--- config.mk ---
export PLATFORM = sky130hd
export DESIGN_NAME = usb_tx_encoder
export DESIGN_NICKNAME = d
export VERILOG_FILES = /design/src/rtl/usb_tx_pkg.sv /design/src/rtl/tx_bit_timer.sv /design/src/rtl/usb_tx_encoder.sv
export SDC_FILE = /design/constraint.sdc
export NUM_CORES = 1
export LEC_CHECK = 0
export ABC_CLOCK_PERIOD_IN_PS = 3100
export BUFFER_PORTS_ARGS = -buffer_cell sky130_fd_sc_hd__buf_2
export CAP_MARGIN = 20
export CORE_MARGIN = 1.5
export CORE_UTILIZATION = 50
export DETAILED_ROUTE_END_ITERATION = 6
export GPL_ROUTABILITY_DRIVEN = 1
export PLACE_DENSITY = 0.7
export SETUP_SLACK_MARGIN = 0.3
export SLEW_MARGIN = 20
export SYNTH_ARGS = -nofsm -noshare
export SYNTH_HDL_FRONTEND = slang
export SYNTH_HIERARCHICAL = 1
export SYNTH_SLANG_ARGS = --single-unit
export TNS_END_PERCENT = 10
--- constraint.sdc ---
create_clock -name clk -period 3.1 [get_ports clk]
set_clock_uncertainty 0.15 [all_clocks]
set_input_delay 0.155 -clock clk [delete_from_list [all_inputs] [get_ports clk]]
set_output_delay 0.155 -clock clk [all_outputs]
set_load 0.01 [all_outputs]
--- src/rtl/usb_tx_pkg.sv ---
// Shared types and constants for the USB full-speed transmit line encoder.
package usb_tx_pkg;

    localparam int CLKS_PER_BIT_DEF = 8;
    localparam int STUFF_LIMIT_DEF  = 6;

    typedef enum logic [2:0] {
        ST_IDLE,
        ST_DATA,
        ST_STUFF,
        ST_EOP_SE0,
        ST_EOP_J
    } tx_state_e;

    // Line states as {d_plus, d_minus}.
    localparam logic [1:0] LINE_J   = 2'b10;
    localparam logic [1:0] LINE_K   = 2'b01;
    localparam logic [1:0] LINE_SE0 = 2'b00;

    function automatic logic [1:0] nrzi_line(input logic level);
        return level ? LINE_J : LINE_K;
    endfunction

endpackage

--- src/rtl/tx_bit_timer.sv ---
// Bit-slot counter: counts 0..CLKS_PER_BIT-1 while enabled, tc marks the last
// cycle of each slot.
module tx_bit_timer #(
    parameter int CLKS_PER_BIT = 8
) (
    input  logic clk,
    input  logic n_rst,
    input  logic clr,
    input  logic en,
    output logic tc
);

    localparam int CNT_W = (CLKS_PER_BIT > 1) ? $clog2(CLKS_PER_BIT) : 1;
    localparam logic [CNT_W-1:0] CNT_LAST = CNT_W'(CLKS_PER_BIT - 1);

    logic [CNT_W-1:0] cnt_q, cnt_d;

    always_comb begin
        cnt_d = cnt_q;
        if (clr) begin
            cnt_d = '0;
        end else if (en) begin
            cnt_d = (cnt_q == CNT_LAST) ? '0 : cnt_q + 1'b1;
        end
    end

    always_ff @(posedge clk or negedge n_rst) begin
        if (!n_rst) begin
            cnt_q <= '0;
        end else begin
            cnt_q <= cnt_d;
        end
    end

    assign tc = en && (cnt_q == CNT_LAST);

endmodule

--- src/rtl/usb_tx_encoder.sv ---
// USB FS transmit encoder: paces bits, NRZI-encodes, bit-stuffs and appends EOP.
// Define USB_TX_BIT_STUFF_EN to enable bit stuffing; otherwise runs of 1s go out unstuffed.
module usb_tx_encoder
    import usb_tx_pkg::*;
#(
    parameter int CLKS_PER_BIT = CLKS_PER_BIT_DEF,
    parameter int STUFF_LIMIT  = STUFF_LIMIT_DEF
) (
    input  logic clk,
    input  logic n_rst,
    input  logic tx_start,
    input  logic serial_in,
    input  logic last_bit,
    output logic shift_en,
    output logic d_plus,
    output logic d_minus,
    output logic tx_busy
);

    tx_state_e  state_q, state_d;
    logic       nrzi_q, nrzi_d;
    logic [1:0] line_q, line_d;
    logic       shift_en_q, shift_en_d;
    logic       last_q, last_d;
    logic       se0_second_q, se0_second_d;
    logic       slot_tc, boundary, timer_clr;
    logic       sample, eop_go;

`ifdef USB_TX_BIT_STUFF_EN
    localparam int ONES_W = $clog2(STUFF_LIMIT + 1);
    localparam logic [ONES_W-1:0] ONES_MAX = ONES_W'(STUFF_LIMIT);
    logic [ONES_W-1:0] ones_q, ones_d;
`else
    localparam int unused_stuff_limit = STUFF_LIMIT;
`endif

    assign timer_clr = (state_q == ST_IDLE);
    assign boundary  = slot_tc || (timer_clr && tx_start);

    tx_bit_timer #(
        .CLKS_PER_BIT(CLKS_PER_BIT)
    ) u_bit_timer (
        .clk  (clk),
        .n_rst(n_rst),
        .clr  (timer_clr),
        .en   (!timer_clr),
        .tc   (slot_tc)
    );

    // State names the slot currently on the line; last_q remembers whether the
    // bit in flight (or the one that caused the stuff) ends the packet.
    always_comb begin
        state_d      = state_q;
        nrzi_d       = nrzi_q;
        line_d       = line_q;
        shift_en_d   = 1'b0;
        last_d       = last_q;
        se0_second_d = se0_second_q;
        sample       = 1'b0;
        eop_go       = 1'b0;
`ifdef USB_TX_BIT_STUFF_EN
        ones_d       = ones_q;
`endif
        if (boundary) begin
            case (state_q)
                ST_IDLE: sample = 1'b1;
                ST_DATA: begin
`ifdef USB_TX_BIT_STUFF_EN
                    if (ones_q == ONES_MAX) begin
                        state_d = ST_STUFF;
                        nrzi_d  = ~nrzi_q;
                        line_d  = nrzi_line(~nrzi_q);
                        ones_d  = '0;
                    end else
`endif
                    if (last_q) eop_go = 1'b1;
                    else        sample = 1'b1;
                end
                ST_STUFF: begin
                    if (last_q) eop_go = 1'b1;
                    else        sample = 1'b1;
                end
                ST_EOP_SE0: begin
                    if (se0_second_q) begin
                        state_d = ST_EOP_J;
                        line_d  = LINE_J;
                        nrzi_d  = 1'b1;
                    end else begin
                        se0_second_d = 1'b1;
                    end
                end
                ST_EOP_J: state_d = ST_IDLE;
                default:  state_d = ST_IDLE;
            endcase

            if (sample) begin
                state_d    = ST_DATA;
                nrzi_d     = serial_in ? nrzi_q : ~nrzi_q;
                line_d     = nrzi_line(serial_in ? nrzi_q : ~nrzi_q);
                last_d     = last_bit;
                shift_en_d = 1'b1;
`ifdef USB_TX_BIT_STUFF_EN
                ones_d     = serial_in ? ones_q + 1'b1 : '0;
`endif
            end

            if (eop_go) begin
                state_d      = ST_EOP_SE0;
                line_d       = LINE_SE0;
                se0_second_d = 1'b0;
`ifdef USB_TX_BIT_STUFF_EN
                ones_d       = '0;
`endif
            end
        end
    end

    always_ff @(posedge clk or negedge n_rst) begin
        if (!n_rst) begin
            state_q      <= ST_IDLE;
            nrzi_q       <= 1'b1;
            line_q       <= LINE_J;
            shift_en_q   <= 1'b0;
            last_q       <= 1'b0;
            se0_second_q <= 1'b0;
`ifdef USB_TX_BIT_STUFF_EN
            ones_q       <= '0;
`endif
        end else begin
            state_q      <= state_d;
            nrzi_q       <= nrzi_d;
            line_q       <= line_d;
            shift_en_q   <= shift_en_d;
            last_q       <= last_d;
            se0_second_q <= se0_second_d;
`ifdef USB_TX_BIT_STUFF_EN
            ones_q       <= ones_d;
`endif
        end
    end

    assign d_plus   = line_q[1];
    assign d_minus  = line_q[0];
    assign shift_en = shift_en_q;
    assign tx_busy  = (state_q != ST_IDLE) || tx_start;

endmodule

==> results of run 1 <==
==> metrics by stage <==
stage	utilization	cells
global route	0.583	95
global placement	0.555	90
detailed placement	0.555	90
floorplan	-	71
finish	0.583	95
CTS	0.583	95
==> worst min path at each step <==
| stage | from | endpoint | slack, ns | depth (start not counted) |
|---|---|---|---|---|
| final | last_bit | last_q | -0.002 | 2 |
| after floorplan | n_rst | last_q | -0.29 | 0 |
| after global routing | last_bit | last_q | 0.02 | 2 |
| after detailed placement | n_rst | shift_en | -0.10 | 1 |
| after CTS | last_bit | last_q | 0.0002 | 2 |
| after global placement | n_rst | shift_en | -0.11 | 1 |
==> layout make-up <==
class,count,area (um2)
well taps,15,18.8
repair buffers,9,50.0
multi-input cells,50,360
inverters,5,18.8
flip-flops and latches,12,303
clock buffers,4,26.3
fillers,112,557
==> sequential cells by signal, indices dropped and copies added (netlist names) <==
name / flops
state_q: 3
u_bit_timer/cnt_q: 3
line_q: 2
last_q: 1
nrzi_q: 1
se0_second_q: 1
shift_en: 1
==> metal layers <==
| metal | global-route usage | routed length, um | part of all wire |
|---|---|---|---|
| met4 | 0.169 | 46 | 0.039 |
| met2 | 0.242 | 453 | 0.38 |
| met3 | 0.0489 | 35 | 0.030 |
| met1 | 0.250 | 647 | 0.55 |
| met5 | 0 | 0 | 0 |
==> logic make-up after synthesis <==
family,share of synthesized area
xor+xnor,0.0241
simple gates,0.198
compound gates,0.183
buf+inv,0.0862
mux,0.0431
flops,0.417
fa+ha+maj,0.0483
==> synthesized netlist by cell type, types with 2 or more instances <==
cell	number
sky130_fd_sc_hd__dfrtp_1	10
sky130_fd_sc_hd__inv_1	5
sky130_fd_sc_hd__nand2_1	5
sky130_fd_sc_hd__o21ai_0	5
sky130_fd_sc_hd__a21oi_1	4
sky130_fd_sc_hd__nand2b_1	4
sky130_fd_sc_hd__nor2_1	3
sky130_fd_sc_hd__nor3_1	3
sky130_fd_sc_hd__a32o_1	2
sky130_fd_sc_hd__buf_6	2
sky130_fd_sc_hd__dfstp_2	2
sky130_fd_sc_hd__ha_1	2
sky130_fd_sc_hd__mux2i_1	2
==> critical path, stage by stage, from the launching register on <==
cell and delay (ns):
sky130_fd_sc_hd__dfrtp_1 0.59, sky130_fd_sc_hd__or3_4 0.25, sky130_fd_sc_hd__and2_1 0.28, sky130_fd_sc_hd__inv_1 0.13, sky130_fd_sc_hd__a21o_2 0.21, sky130_fd_sc_hd__a21oi_1 0.26, sky130_fd_sc_hd__mux2_2 0.37
==> power by group through the flow <==
stage | logic [mW] | clock network [mW] | registers [mW]
floorplan | 0.229 | 0 | 0.263
global placement | 0.246 | 0 | 0.276
detailed placement | 0.250 | 0 | 0.279
CTS | 0.253 | 0.105 | 0.276
global route | 0.287 | 0.110 | 0.286
finish | 0.250 | 0.101 | 0.276
==> flow_summary.yaml, run 1 <==
floorplanning:
  die_h_um: 41.1
  die_width_um: 41.1
  coreArea_um2: 1330
  floorplan.io_pins: 9
  start_util: 0.544
  design.die.area_um2: 1690
  placement_rows: 13
grt:
  globalRoute.totalOverflow: 0
  grtUsageTotal: 0.188
  global_route_wire_length_before_repair_um: 1880
  grt_start_max_net_pins: 15
  vias_in_the_first_global_route: 444
  antenna_violations_before_repair: 0
power_and_ir_drop:
  sequentialPowerShare: 0.441
  p_per_area_nw_per_um2: 808
  power_frac_clock: 0.161
  internal_dissipation_uw: 400
  p_sw_frac: 0.362
  switchingPower_uw: 227
  relative_contribution_of_combinational_cells_to_total_power: 0.398
  peakVddDrop_v: 0.000460
  power_leakage_nw: 0.355
  total_power_after_layout_uw: 627
critical_path:
  r2r_end: "line_q[0]"
  crit_type: "reg -> reg"
  worst_setup_path_endpoint: "line_q[0]"
  worstPathMaxFanout: 14
  cp_data_arrival_time_ns: 2.37
  regToRegStartpoint: "state_q[0]"
  timing.reg2reg.setup_slack_ns: 0.74
  worstRegToRegCells: 6
  timing.critical_path.from: "state_q[0]"
  worst_path_required_time_ns: 3.11
  worst_setup_path_start_kind: "flip-flop"
  worst_setup_path_end_kind: "flip-flop"
timing:
  grt_setup_unrepaired: "no"
  hold-worst-slack_ns: -0.00225
  final_max_slew_viol_count: 0
  final_hold_viol_count: 1
  setup_violations: 0
  finalWorstPathRequiredPeriod_ns: 2.36
  min_period_over_period: 0.762
  timing_worst_slew_pin_value_ns: 0.397
  achievable-frequency_mhz: 423
  timing.slew.headroom: 0.733
  final.setup.worst_slack_ns: 0.737
  totalNegativeSetupSlack_ns: 0
logic_synthesis:
  synth-warning-count: 6
  synth.area.top_cells: "sky130_fd_sc_hd__dfrtp_1 (34%), sky130_fd_sc_hd__dfstp_2 (7.2%), sky130_fd_sc_hd__ha_1 (3.4%), sky130_fd_sc_hd__nand2b_1 (3.4%), sky130_fd_sc_hd__o21ai_0 (3.4%)"
  synth_top_cell_by_area: "sky130_fd_sc_hd__dfrtp_1"
  synthDistinctLibCells: 35
  synth_seq_cells: 12
  synth_seq_area_share: 0.417
  number_of_nets_produced_by_synthesis: 78
  postSynth.topFlopCell: "sky130_fd_sc_hd__dfrtp_1"
  post_synth.cell_area_avg_um2: 10.2
  async_flop_share: 1.00
  synth.cell_area_um2: 726
  yosysTopAreaCellShare: 0.345
  synth-edff-count: 0
  syn_inst: 71
clocking:
  htreeDepth: 1
  tritoncts: "yes"
  cts.clk_slew.worst_paths_ns: 0.08
  ctsRootBufferMaster: "sky130_fd_sc_hd__clkbuf_4"
  cts.sink_count: 12
  worstSkewPairLatency_ns: 0.28
  post_cts.resized_instances: 0
  cts.hold.buffers_added: 1
  clock_path_buffers: 2
  numCtsBuffers: 3
  cts_post_setup_buffers_inserted: 0
final_layout:
  layout_commonest_cell: "sky130_fd_sc_hd__dfrtp_1"
  postLayoutCellArea_um2: 777
  most_frequent_cells_in_the_layout: "sky130_fd_sc_hd__dfrtp_1 (10), sky130_fd_sc_hd__buf_2 (8), sky130_fd_sc_hd__inv_1 (5), sky130_fd_sc_hd__o21ai_0 (5), sky130_fd_sc_hd__nand2_1 (5)"
  antenna-diode-count: 0
  area_growth_syn_to_layout_pct: 7.07
  layout.nets: 88
  final_layout_size_suffix_gt1_frac: 0.263
min_path:
  hold_class: "in -> reg"
placed_design:
  gpl.final_weighted_congestion: 0.712
  placed_cell_area_um2: 741
  io_buffer_count: 8
  dp_hpwl_um: 888
  preCtsSetupSlack_ns: 0.787
routing:
  detailedRoute.firstPassIterationCount: 4
  route.final.wire_length_um: 1180
  vias: 513
  postRouteAntennaNets: 0
  drcViolationCount: 0
  drt-vias-per-instance: 5.40
  post_drt_wl_per_cell_um: 12.4
  drt_iter0_drc: 3
status:
  violations_in_the_final_reports: "negative hold slack"
  status: "complete, but fails checks"
flow_run:
  drv_cap: 0
Power figures use the tool's default switching activity.
==> run 2, diff against run 1 <==
--- a/config.mk
+++ b/config.mk
@@ -5,11 +5,12 @@
 export SDC_FILE = /design/constraint.sdc
 export NUM_CORES = 1
 export LEC_CHECK = 0
-export ABC_CLOCK_PERIOD_IN_PS = 3100
+export ABC_AREA = 1
+export ABC_CLOCK_PERIOD_IN_PS = 1900
 export BUFFER_PORTS_ARGS = -buffer_cell sky130_fd_sc_hd__buf_2
 export CAP_MARGIN = 20
 export CORE_MARGIN = 1.5
-export CORE_UTILIZATION = 50
+export CORE_UTILIZATION = 47
 export DETAILED_ROUTE_END_ITERATION = 6
 export GPL_ROUTABILITY_DRIVEN = 1
 export PLACE_DENSITY = 0.7
==> constraint.sdc (replaced) <==
create_clock -name clk -period 1.9 [get_ports clk]
set_clock_uncertainty 0.15 [all_clocks]
set_input_delay 0.095 -clock clk [delete_from_list [all_inputs] [get_ports clk]]
set_output_delay 0.095 -clock clk [all_outputs]
set_load 0.01 [all_outputs]
==> run 2 against run 1 <==
  * The flow now finishes without violations
  * Power grew 110%
  * Combinational power increased to 2.6 times the previous value
  * Sequential cell count stayed put
  * Count of clock-buffer cells in the layout did not move
  * Cell count increased by 16%
  * Utilization increased by 4.8 points
  * Sequential power increased by 68%
  * Largest cell class unchanged
  * Largest power group is now combinational cells
  * Highest routed layer unchanged
==> flow_summary.yaml, run 2 <==
floorplanning:
  die_h_um: 39.6
  start_util: 0.496
  floorplan.io_pins: 9
  placement_rows: 13
  design.die.area_um2: 1570
  die_width_um: 39.6
  coreArea_um2: 1270
clocking:
  clock_path_buffers: 2
  worstSkewPairLatency_ns: 0.27
  cts.clk_slew.worst_paths_ns: 0.08
  htreeDepth: 1
  tritoncts: "yes"
  ctsRootBufferMaster: "sky130_fd_sc_hd__clkbuf_4"
  numCtsBuffers: 3
  cts.sink_count: 12
critical_path:
  timing.critical_path.from: "state_q[1]"
  timing.reg2reg.setup_slack_ns: 0.38
  regToRegStartpoint: "u_bit_timer/cnt_q[0]"
  worst_setup_path_end_kind: "primary output"
  r2r_end: "last_q"
  crit_type: "reg -> out"
  worstRegToRegCells: 10
  worstPathMaxFanout: 3
  cp_data_arrival_time_ns: 1.30
  worst_path_required_time_ns: 1.65
  worst_setup_path_start_kind: "flip-flop"
routing:
  detailedRoute.firstPassIterationCount: 4
  highest_signal_layer: "met4"
  m1WireLength_um: 567
  dr_wl_met3_um: 50
  route.final.wire_length_um: 1260
  drt-vias-per-instance: 4.89
  post_drt_wl_per_cell_um: 11.5
  drt_iter0_drc: 10
  vias: 538
  met2_length_um: 632
  postRouteAntennaNets: 0
  drcViolationCount: 0
timing:
  achievable-frequency_mhz: 649
  finalWorstPathRequiredPeriod_ns: 1.54
  timing_worst_slew_pin_value_ns: 0.278
  min_period_over_period: 0.811
  totalNegativeSetupSlack_ns: 0
  setup_violations: 0
  final.setup.worst_slack_ns: 0.359
  final_hold_viol_count: 0
  grt_setup_unrepaired: "yes"
  final_max_slew_viol_count: 0
  timing.slew.headroom: 0.814
final_layout:
  reg.largest.list: "state_q: 3 flops, u_bit_timer/cnt_q: 3 flops, line_q: 2 flops"
  antenna-diode-count: 0
  most_frequent_cells_in_the_layout: "sky130_fd_sc_hd__nand2_1 (26), sky130_fd_sc_hd__buf_2 (8), sky130_fd_sc_hd__dfrtp_1 (8)"
  layout.nets: 103
  postLayoutCoreUtil: 0.630
  final_layout_size_suffix_gt1_frac: 0.368
  area_growth_syn_to_layout_pct: 27.0
  postLayoutCellArea_um2: 800
  layout_commonest_cell: "sky130_fd_sc_hd__nand2_1"
grt:
  global_route_wire_length_before_repair_um: 1980
  grt_start_max_net_pins: 13
  globalRoute.totalOverflow: 0
  antenna_violations_before_repair: 0
  vias_in_the_first_global_route: 480
  grtUsageTotal: 0.191
min_path:
  end_of_the_worst_hold_path: "line_q[0]"
  worst_hold_startpoint: "serial_in"
  hold_class: "in -> reg"
  min_delay_path_depth: 4
logic_synthesis:
  synth-warning-count: 6
  synth_seq_cells: 12
  yosys-mux-area-fraction: 0
  synth_seq_area_share: 0.481
  synth_compound_area_frac: 0.0954
  synth_top_cell_by_area: "sky130_fd_sc_hd__dfrtp_1"
  synth_top_family_by_area: "simple AND/OR/NAND/NOR gates"
  yosys.area_share.simple: 0.314
  number_of_nets_produced_by_synthesis: 84
  synth-edff-count: 0
  synthDistinctLibCells: 20
  synth.area.top_cells: "sky130_fd_sc_hd__dfrtp_1 (40%), sky130_fd_sc_hd__nand2_1 (16%), sky130_fd_sc_hd__dfstp_2 (8.3%), sky130_fd_sc_hd__nand3_1 (5.6%), sky130_fd_sc_hd__ha_1 (4.0%)"
  postSynth.topFlopCell: "sky130_fd_sc_hd__dfrtp_1"
  syn_inst: 77
  synth_adder_area_share: 0.0398
  most_common_cell_in_the_synthesized_netlist: "sky130_fd_sc_hd__nand2_1"
  async_flop_share: 1.00
  post_synth.cell_area_avg_um2: 8.17
  synth.cell_area_um2: 629
  yosysTopAreaCellShare: 0.398
  synth_xor_xnor_area_share: 0.0139
  synth.cells.most_frequent: "sky130_fd_sc_hd__nand2_1 (27), sky130_fd_sc_hd__dfrtp_1 (10), sky130_fd_sc_hd__nand3_1 (7)"
placed_design:
  io_buffer_count: 8
  placed_cell_area_um2: 688
  preCtsSetupSlack_ns: 0.305
  dp_hpwl_um: 904
  gpl.final_weighted_congestion: 0.782
power_and_ir_drop:
  p_per_area_nw_per_um2: 1640
  power_leakage_nw: 0.418
  peakVddDrop_v: 0.000994
status:
  status: "finished clean"
flow_run:
  drv_cap: 0
-- run 2: cell types whose count changed in the layout (fill, tap and decap cells not counted), moves of 3 or more --
cell and change:
sky130_fd_sc_hd__nor3_1 -3, sky130_fd_sc_hd__o21ai_0 -4, sky130_fd_sc_hd__nand2b_1 -4, sky130_fd_sc_hd__nand3_1 +5, sky130_fd_sc_hd__buf_4 +4, sky130_fd_sc_hd__nand2_1 +21, sky130_fd_sc_hd__o21ai_1 +5, sky130_fd_sc_hd__a21oi_1 -3
-- run 2: timing repair --
item,in CTS,in global routing
hold buffers,2,0
endpoints found under the setup margin,3,7
pin swaps,1,1
hold endpoints to repair,13,0
gates resized for setup,5,4
setup buffers,3,1
-- run 2: layer usage --
| metal | track usage | up-vias |
|---|---|---|
| met5 | 0 | - |
| met4 | 0.0517 | 0 |
| met3 | 0.0511 | 2 |
| met2 | 0.295 | 12 |
| met1 | 0.258 | 245 |
| li1 | - | 279 |
-- run 2: cell families after synthesis --
family | Yosys count
compound gates | 9
xor+xnor | 1
fa+ha+maj | 2
buf+inv | 9
flops | 12
simple gates | 44
-- run 2: stage by stage --
step	cells	power, mW	hold slack [ns]
CTS	109	1.29	0.0110
floorplan	77	0.867	-0.351
detailed placement	100	1.01	-0.158
global placement	100	0.986	-0.160
finish	110	1.32	0.0101
global route	110	1.44	0.0428
-- run 2: worst max path at each step --
stage / endpoint / slack (ns) / depth (start not counted)
after floorplan: last_q / 0.41 / 10
after global placement: last_q / 0.35 / 10
after detailed placement: last_q / 0.30 / 10
after CTS: tx_busy / 0.31 / 4
after global routing: state_q[1] / 0.30 / 9
final: tx_busy / 0.36 / 4
-- run 2: cell type report --
class / instances / area, um2
Clock buffer: 4 / 36.3
Fill cell: 120 / 469
Inverter: 9 / 37.5
Multi-Input combinational cell: 56 / 312
Sequential cell: 12 / 305
Tap cell: 15 / 18.8
Timing Repair Buffer: 14 / 90.1
-- run 2: critical path, stage by stage, from the launching register on --
cell and delay (ns):
sky130_fd_sc_hd__dfrtp_2 0.43, sky130_fd_sc_hd__nor2_4 0.14, sky130_fd_sc_hd__nand2_4 0.06, sky130_fd_sc_hd__or2_2 0.26
sky130_fd_sc_hd__buf_2 0.14
-- run 2: power breakdown --
group          switching [mW]  internal, mW
logic                   0.392         0.254
registers              0.0808         0.384
clock network          0.0875         0.116
